[src/rtl/pc_fetch_control.sv]
// pc_fetch_control: program-counter stage of the MIPS pipeline.
// Holds the PC and selects the next PC: halt, then branch, then stall, then
// jump, then PC+4. The debug unit sequences it through run, single-step and
// halt, and it counts retired fetches.
// Optional feature: define PC_CYCLE_COUNT_EN to add o_cycle_count, a count of
// every clock spent in RUN or STEP_WAIT, stalled cycles included.
module pc_fetch_control #(
   parameter int unsigned      NBITS    = 32,
   parameter logic [NBITS-1:0] RESET_PC = '0
) (
   input  logic             i_clk,
   input  logic             i_reset,
   input  logic             i_enable,
   input  logic             i_step_mode,
   input  logic             i_step,
   input  logic             i_stall,
   input  logic             i_branch_taken,
   input  logic [NBITS-1:0] i_branch_target,
   input  logic             i_jump,
   input  logic [NBITS-1:0] i_jump_target,
   input  logic             i_halt_detect,
   output logic [NBITS-1:0] o_pc,
   output logic [NBITS-1:0] o_pc4,
   output logic             o_fetch_valid,
   output logic             o_halted,
   output logic [NBITS-1:0] o_instr_count
`ifdef PC_CYCLE_COUNT_EN
  ,output logic [NBITS-1:0] o_cycle_count
`endif
);

   typedef enum logic [1:0] {
      S_IDLE      = 2'd0,
      S_RUN       = 2'd1,
      S_STEP_WAIT = 2'd2,
      S_HALTED    = 2'd3
   } state_t;

   // Targets are word-aligned; the two low bits are cleared on load.
   localparam logic [NBITS-1:0] ALIGN_MASK = ~NBITS'(3);

   state_t           state_q, state_d;
   logic [NBITS-1:0] pc_q, pc_d;
   logic [NBITS-1:0] instr_count_q, instr_count_d;
   logic             halted_q, halted_d;
   logic             advance;
   logic             fetch_valid;
`ifdef PC_CYCLE_COUNT_EN
   logic [NBITS-1:0] cycle_count_q, cycle_count_d;
`endif

   // Sequencing and next-PC selection; an advancing cycle is any RUN cycle or
   // a STEP_WAIT cycle carrying an i_step pulse.
   always_comb begin
      state_d       = state_q;
      pc_d          = pc_q;
      instr_count_d = instr_count_q;
      advance       = 1'b0;
      fetch_valid   = 1'b0;
`ifdef PC_CYCLE_COUNT_EN
      cycle_count_d = cycle_count_q;
`endif

      case (state_q)
         S_IDLE: begin
            if (i_enable) begin
               state_d = i_step_mode ? S_STEP_WAIT : S_RUN;
            end
         end
         S_RUN:       advance = 1'b1;
         S_STEP_WAIT: advance = i_step;
         S_HALTED:    advance = 1'b0;
         default:     state_d = S_IDLE;
      endcase

`ifdef PC_CYCLE_COUNT_EN
      if (state_q == S_RUN || state_q == S_STEP_WAIT) begin
         cycle_count_d = cycle_count_q + NBITS'(1);
      end
`endif

      if (advance) begin
         fetch_valid = 1'b1;
         if (i_halt_detect) begin
            // PC stays on the HALT instruction, even with a redirect pending.
            state_d = S_HALTED;
         end else if (i_branch_taken) begin
            // A taken branch flushes and redirects even when a stall is raised.
            pc_d          = i_branch_target & ALIGN_MASK;
            instr_count_d = instr_count_q + NBITS'(1);
         end else if (i_stall) begin
            // Jump is dropped here; decode re-asserts it once the stall clears.
            fetch_valid = 1'b0;
         end else if (i_jump) begin
            pc_d          = i_jump_target & ALIGN_MASK;
            instr_count_d = instr_count_q + NBITS'(1);
         end else begin
            pc_d          = pc_q + NBITS'(4);
            instr_count_d = instr_count_q + NBITS'(1);
         end
      end

      halted_d = (state_d == S_HALTED);
   end

   // State and output registers with synchronous reset.
   always_ff @(posedge i_clk) begin
      if (i_reset) begin
         state_q       <= S_IDLE;
         pc_q          <= RESET_PC;
         instr_count_q <= '0;
         halted_q      <= 1'b0;
`ifdef PC_CYCLE_COUNT_EN
         cycle_count_q <= '0;
`endif
      end else begin
         state_q       <= state_d;
         pc_q          <= pc_d;
         instr_count_q <= instr_count_d;
         halted_q      <= halted_d;
`ifdef PC_CYCLE_COUNT_EN
         cycle_count_q <= cycle_count_d;
`endif
      end
   end

   assign o_pc          = pc_q;
   assign o_pc4         = pc_q + NBITS'(4);
   assign o_fetch_valid = fetch_valid;
   assign o_halted      = halted_q;
   assign o_instr_count = instr_count_q;
`ifdef PC_CYCLE_COUNT_EN
   assign o_cycle_count = cycle_count_q;
`endif

endmodule

[config.mk]
export PLATFORM = sky130hd
export DESIGN_NAME = pc_fetch_control
export DESIGN_NICKNAME = d
export VERILOG_FILES = /design/src/rtl/pc_fetch_control.sv
export SDC_FILE = /design/constraint.sdc
export NUM_CORES = 1
export LEC_CHECK = 0
export BUFFER_PORTS_ARGS = -buffer_cell sky130_fd_sc_hd__buf_4
export CAP_MARGIN = 20
export CORE_ASPECT_RATIO = 0.75
export CORE_MARGIN = 10
export CORE_UTILIZATION = 53
export DETAILED_ROUTE_END_ITERATION = 12
export GPL_TIMING_DRIVEN = 0
export HOLD_SLACK_MARGIN = 0.15
export PLACE_DENSITY = 0.95
export REMOVE_ABC_BUFFERS = 1
export SLEW_MARGIN = 20
export SYNTH_ARGS = -nofsm -noshare
export SYNTH_HDL_FRONTEND = slang
export SYNTH_SLANG_ARGS = --single-unit
[constraint.sdc]
create_clock -name i_clk -period 6.15 [get_ports i_clk]
set_input_delay 0.9225 -clock i_clk [delete_from_list [all_inputs] [get_ports i_clk]]
set_output_delay 0.9225 -clock i_clk [all_outputs]
set_load 0.01 [all_outputs]
### Word-level counts from Yosys, hierarchy flattened

Index checks and enable logic that the tools add are counted.

* add/sub/neg operators: 2
* equality and inequality tests: 4
* multiplexer cells: 15
* bitwise logic cells: 1
* reductions and logical operators: 2

Operators by type and width (number)
* $mux W32: 5
* $add A32 B1 Y32 const B: 1
* $add A32 B3 Y32 const B: 1
* $mux W2: 5
* $eq A2 B2 Y1 const B: 2
* $mux W1: 4
* $reduce_and A3 Y1: 1
* $eq A2 B1 Y1 const B: 1
* $logic_not A2 Y1: 1
* $ne A2 B1 Y1 const B: 1
* $pmux W1 S2: 1
* $not A1 Y1: 1

* register bits after elaboration: 67
* bits of input ports: 73

### Logic depth before layout (Yosys ltp)

Gate-level depths: netlist of the first run.

* depth in word-level cells: 6
* mapped depth: 9
* mapped depth without buffers: 7

### Worst setup path before layout of the first run

Ideal clock, no wire load.

* path kind: register to output
* start point: reg pc_q[2] (netlist: o_pc[2])
* end point: out o_pc4[30]
* data arrival time: 1828 ps
* data required time: 5227 ps
* slack: 3400 ps
* stages on the path, launching flop included: 8
* cell sequence: dfxtp_1 > ha_1 > and2_0 > and4_1 > clkbuf_1 > and2_2 > nand4_1 > xnor2_1

* word-level cells in the longest chain between the ends: 1

Ends and longest elaborated chain
* start: declaration: RTL line 43 `logic [NBITS-1:0] pc_q, pc_d;`
* start signal: assignment: RTL line 118 `pc_q <= pc_d;`
* $add A32 B3 Y32: RTL line 128 `assign o_pc4 = pc_q + NBITS'(4);`
* end: declaration: RTL line 23 `output logic [NBITS-1:0] o_pc4,`

No other way between the ends.

### Worst setup path after layout of the first run

* start point: reg pc_q[2] (netlist: o_pc[2])
* end point: out o_pc4[26]

Same word-level chain as after synthesis.

==> flow_summary.yaml, run 1 <==
yosys:
  async_flop_share: 0
  yosys_warnings: 0
  ys_seq_area_frac: 0.312
  netlist_area_um2: 4170
  netlist.top_cell.by_area: "dfxtp_1"
  synth_common_cells: "dfxtp_1, a21oi_1, nand2_1, nor2_1, o21ai_0"
  synth.avg_cell_area_um2: 7.83
  synth_edf_count: 0
  yosys.area.top_type_share: 0.312
  ys_ff_latch: 65
  synth_cells: 532
  ys_top_cells_by_area: "dfxtp_1, a21oi_1, xnor2_1, nand2_1, o21ai_0"
  synth.distinct_cells: 67
  synth_flop_cell: "dfxtp_1"
  post-synth-top-count-cell: "dfxtp_1"
critical_path:
  critical_path_class: "reg -> out"
  crit_path_end_kind: "output port"
  crit_path_max_fanout: 10
  crit_start: "o_pc[2]"
  worst_setup_path_start_kind: "flop"
  cp.arrival_ps: 2620
  worstPathRequired_ps: 5230
  timing.rr.start: "state_q[1]"
clock_network:
  cts-resized-gates: 0
  cts_buffers: 9
  htreeDepth: 3
  clkLatencyLatePin_ps: 340
  root_buffer: "clkbuf_8"
  cts_tree: "yes"
  clock_path_buffers: 2
  clock-sinks: 65
  cts_hold_buf: 0
  cts.clk_slew.worst_paths_ps: 80
  cts_setup_buffers: 0
power:
  seq_power_share: 0.436
  powerDensity_nw_per_um2: 182
  power_leakage_nw: 2.28
  power.total_w: 0.00101
  switching_share: 0.267
  power_switching_w: 0.000270
  p_comb_frac: 0.144
  clkPwrFrac: 0.419
  internal_power_w: 0.000740
  ir_drop_uv: 123
sta:
  relSlewSlack: 0.333
  setup_viol: 0
  period_share: 0.577
  rsz0062_at_grt: "false"
  min_period_ps: 3550
  hold_slack_ps: 503
  finClkSkew_ps: 8.01
  finalHoldViolations: 0
  tightest_slew_ps: 997
  slew_viol_final: 0
  fmax_mhz: 282
  fin_setup_tns_ps: 0
global_route:
  antenna_found_initial: 0
  grt_use_total: 0.240
  overflow: 0
  grt_pass1_wl_mm: 23.7
  grt_pass1_vias: 4624
  grt_max_degree: 62
outcome:
  outcome: "finished clean"
die:
  num_io_pins: 171
  start_util: 0.556
  die-area_um2: 11800
  coreArea_um2: 7500
  placementRows: 27
  die_x_um: 122
  die_h_um: 96.8
routing:
  drt-initial-drc-count: 529
  vias: 4811
  ant_nets: 0
  routed_wl_mm: 15.1
  dr.pass1.iters: 5
  wl_per_cell_um: 19.5
  vias_per_cell: 6.20
  drcViolationCount: 0
placed_design:
  dpl.hpwl_mm: 11.1
  place_inst: 760
  io_buffers: 162
  place_congestion: 0.890
cells_and_area:
  final_nets: 748
  drive_gt1_frac: 0.293
  final_util: 0.742
  diodes: 0
  fillers: 565
  syn_to_final_growth_pct: 33.5
  fin_cells: 776
worst_hold_path:
  hp-class: "reg -> reg"
  min_from: "o_instr_count[31]"
run:
  cap_viol_max_count: 0
cells in the final DEF, fill, tap and decap left out, types with 17 or more instances in the layout:
| cell type | instances |
|---|---|
| nand2_1 | 48 |
| o21ai_0 | 32 |
| nand4_1 | 21 |
| dfxtp_1 | 65 |
| a21oi_1 | 49 |
| nand3_1 | 17 |
| buf_4 | 162 |
| inv_1 | 20 |
| xnor2_1 | 27 |
| nor2_1 | 38 |
logic make-up (layout without fill, tap and decap cells):
group	Yosys count	count (layout)	share of synthesized area
and+or+nand+nor	201	201	0.264
AOI/OAI and AO/OA	154	154	0.240
DFF	65	65	0.312
buffers and inverters	58	198	0.0649
xor gates and xnor gates	41	41	0.0862
muxes	7	7	0.0168
adders and majority gates	5	5	0.0150
other	1	4	0.000900
layer usage:
metal | track usage | up-vias | share of wire
li1 | - | 2234 | -
met1 | 0.294 | 2274 | 0.39
met2 | 0.387 | 267 | 0.48
met3 | 0.0666 | 36 | 0.095
met4 | 0.0943 | 0 | 0.026
met5 | 0 | - | 0
worst paths after layout:
| path | endpoint | slack [ps] | cells after the start |
|---|---|---|---|
| worst max-delay path | o_pc4[26] | 2600 | 6 |
| worst min-delay path | o_instr_count[31] | 500 | 2 |
| worst min register to register | o_instr_count[31] | 500 | 2 |
| worst max register to register | o_instr_count[31] | 2930 | 7 |
worst max-delay path, cell delays in order (launching register included):
cell	delay [ps]
dfxtp_1	460
ha_1	220
and2_0	300
nand4_1	520
nor4_4	450
xor2_1	180
buf_4	150
registers in the layout, indices dropped and copies added (netlist names):
| register | flops |
|---|---|
| state_q | 2 |
| o_halted | 1 |
| o_instr_count | 32 |
| o_pc | 30 |
area by class of cell:
cell class	instances	area, um^2	share of cell area
Clock buffer	10	138	0.0247
Clock inverter	6	90.1	0.0162
Inverter	20	75.1	0.0135
Multi-Input combinational cell	412	2620	0.470
Sequential cell	65	1300	0.234
Tap cell	101	126	0.0227
Timing Repair Buffer	162	1220	0.219
power groups by stage:
stage                logic, W  clock network [W]  registers [W]
floorplan           0.0000602                  0       0.000450
global placement     0.000139                  0       0.000449
detailed placement   0.000144                  0       0.000450
CTS                  0.000145           0.000424       0.000440
global route         0.000159           0.000447       0.000442
finish               0.000146           0.000423       0.000441
per-stage QoR:
step,instance area (um^2),worst slack [ps]
final,5560,2600
after global routing,5560,2440
after CTS,5560,2650
after detailed placement,5330,2550
after global placement,5330,2050
after floorplan,3980,3140
No activity file was read; power rests on OpenSTA's default activity.
==> run 2, diff against run 1 <==
--- a/config.mk
+++ b/config.mk
@@ -5,15 +5,16 @@
 export SDC_FILE = /design/constraint.sdc
 export NUM_CORES = 1
 export LEC_CHECK = 0
+export ABC_AREA = 1
 export BUFFER_PORTS_ARGS = -buffer_cell sky130_fd_sc_hd__buf_4
 export CAP_MARGIN = 20
 export CORE_ASPECT_RATIO = 0.75
 export CORE_MARGIN = 10
-export CORE_UTILIZATION = 53
+export CORE_UTILIZATION = 46
 export DETAILED_ROUTE_END_ITERATION = 12
 export GPL_TIMING_DRIVEN = 0
 export HOLD_SLACK_MARGIN = 0.15
-export PLACE_DENSITY = 0.95
+export PLACE_DENSITY = 0.87
 export REMOVE_ABC_BUFFERS = 1
 export SLEW_MARGIN = 20
 export SYNTH_ARGS = -nofsm -noshare
==> constraint.sdc (replaced) <==
create_clock -name i_clk -period 3.1 [get_ports i_clk]
set_input_delay 0.465 -clock i_clk [delete_from_list [all_inputs] [get_ports i_clk]]
set_output_delay 0.465 -clock i_clk [all_outputs]
set_load 0.01 [all_outputs]
==> run 2 against run 1 <==
- sequential power grew 100%
- design area grew 14%
- non-clock buffer count grew 2
- combinational power grew 140%
- sequential cell count is the same
- largest power group is now the clock network
- total power grew 130%
- routed wire length grew 10%
- synthesized area grew 14%
==> flow_summary.yaml, run 2 <==
run:
  cap_viol_max_count: 0
clock_network:
  cts-resized-gates: 0
  cts_hold_buf: 0
  cts.clk_slew.worst_paths_ps: 60
  clock-sinks: 65
  cts_tree: "yes"
  cts_buffers: 9
  htreeDepth: 3
  cts_setup_buffers: 0
  clock_path_buffers: 2
  root_buffer: "clkbuf_16"
  clkLatencyLatePin_ps: 340
placed_design:
  place_congestion: 0.926
  postPlaceCellArea_um2: 6050
  dpl.hpwl_mm: 12.6
  io_buffers: 162
die:
  die_h_um: 108
  start_util: 0.468
  die_x_um: 137
  die-area_um2: 14800
  placementRows: 32
  coreArea_um2: 10200
  num_io_pins: 171
critical_path:
  crit_path_end_kind: "flop"
  worst_setup_path_start_kind: "primary input"
  worstPathRequired_ps: 3310
  critical_path_class: "in -> reg"
  cp.arrival_ps: 2680
  crit_path_max_fanout: 57
global_route:
  overflow: 0
  grt_use_total: 0.216
  antenna_found_initial: 0
  grt_pass1_vias: 5086
  grt_max_degree: 58
  grt_pass1_wl_mm: 26.0
yosys:
  synth_flop_cell: "dfxtp_1"
  async_flop_share: 0
  synth_edf_count: 0
  synth_compound_area_frac: 0.161
  synth_cells: 804
  synth-simple-area-share: 0.459
  yosys.area.top_type_share: 0.274
  yosys_warnings: 0
  synth-xor-area-share: 0.0184
  ys_top_cells_by_area: "dfxtp_1, nand2_1, nor2_1, a21oi_1, o21ai_0"
  synth_fa_ha_area_frac: 0.0132
  netlist_area_um2: 4760
  ys_ff_latch: 65
  synth.avg_cell_area_um2: 5.92
  post-synth-top-count-cell: "nand2_1"
  ys_seq_area_frac: 0.274
  synth_common_cells: "nand2_1, nor2_1, a21oi_1, dfxtp_1, o21ai_0"
  synth.distinct_cells: 36
  synthMuxAreaShare: 0
  netlist.top_cell.by_area: "dfxtp_1"
  synth_top_family_by_area: "simple AND/OR/NAND/NOR gates"
sta:
  period_share: 0.796
  slew_viol_final: 0
  tightest_slew_ps: 837
  setup_viol: 0
  finClkSkew_ps: 8.43
  rsz0062_at_grt: "false"
  relSlewSlack: 0.441
  min_period_ps: 2470
  fmax_mhz: 405
  finalHoldViolations: 0
cells_and_area:
  final_util: 0.624
  seq_area_um2: 1300
  fillers: 1002
  final_common_cell: "nand2_1"
  final_nets: 1029
  syn_to_final_growth_pct: 33.5
  diodes: 0
  stdcell_area_um2: 6350
  mostFrequentLayoutCells: "nand2_1, buf_4, nor2_1"
  drive_gt1_frac: 0.237
  largest_reg_flops: 32
  multiInputGateArea_um2: 3120
routing:
  vias_per_cell: 5.25
  dr.pass1.iters: 5
  drt-initial-drc-count: 513
  vias: 5736
  wl_per_cell_um: 15.3
  ant_nets: 0
  drcViolationCount: 0
  routed_wl_mm: 16.7
worst_hold_path:
  hp-class: "in -> reg"
outcome:
  outcome: "finished clean"
power:
  ir_drop_uv: 236
  powerDensity_nw_per_um2: 358
  power_leakage_nw: 2.82
-- run 2: cell type report --
cell class | instances | share of cell area
Inverter | 55 | 0.0325
Multi-Input combinational cell | 656 | 0.492
Clock inverter | 6 | 0.00907
Sequential cell | 65 | 0.205
Clock buffer | 10 | 0.0377
Tap cell | 136 | 0.0268
Timing Repair Buffer | 164 | 0.197
-- run 2: worst paths after layout --
| check | cells after the start | slack [ps] | end | start |
|---|---|---|---|---|
| worst max-delay path | 8 | 630 | o_instr_count[13] | i_branch_taken |
| worst min-delay path | 3 | 420 | o_pc[22] | i_branch_target[22] |
| worst max register to register | 7 | 730 | o_instr_count[13] | state_q[0] |
| worst min register to register | 2 | 480 | o_instr_count[9] | o_instr_count[9] |
-- run 2: report_power, final --
group | switching (W) | internal, W
Sequential | 0.0000356 | 0.000860
Clock | 0.000385 | 0.000638
Combinational | 0.000192 | 0.000163
Total | 0.000612 | 0.00166
-- run 2: per-stage QoR --
| stage | setup TNS, ps | setup WS (ps) | power, W | std cells | hold WS [ps] |
|---|---|---|---|---|---|
| after floorplan | 0 | 1040 | 0.00106 | 776 | 493 |
| after global placement | -479 | -162 | 0.00125 | 1074 | 467 |
| after detailed placement | 0 | 331 | 0.00126 | 1076 | 473 |
| after CTS | 0 | 684 | 0.00228 | 1092 | 408 |
| after global routing | 0 | 501 | 0.00236 | 1092 | 420 |
| final | 0 | 632 | 0.00227 | 1092 | 415 |
-- run 2: cell families (layout without fill, tap and decap cells) --
family	count (synthesis)	after routing
AND/OR/NAND/NOR	487	487
AO/OA/AOI/OAI	150	150
buffers and inverters	86	235
flip-flops	65	65
XOR/XNOR	10	10
adder cells (fa/ha/maj)	5	5
other	1	4
-- run 2: per-layer routing --
metal / track usage / up-vias / share of wire
met5: 0 / - / 0
met4: 0.0578 / 0 / 0.013
met3: 0.0653 / 14 / 0.11
met2: 0.327 / 279 / 0.43
met1: 0.291 / 2571 / 0.44
li1: - / 2872 / -
-- run 2: worst max-delay path, stage by stage --
cell and delay, ps:
buf_4 470, inv_2 160, nand2_2 130, nand4_4 650, nor2_4 370, nand3b_2 150
o21ai_0 210, a21oi_1 70
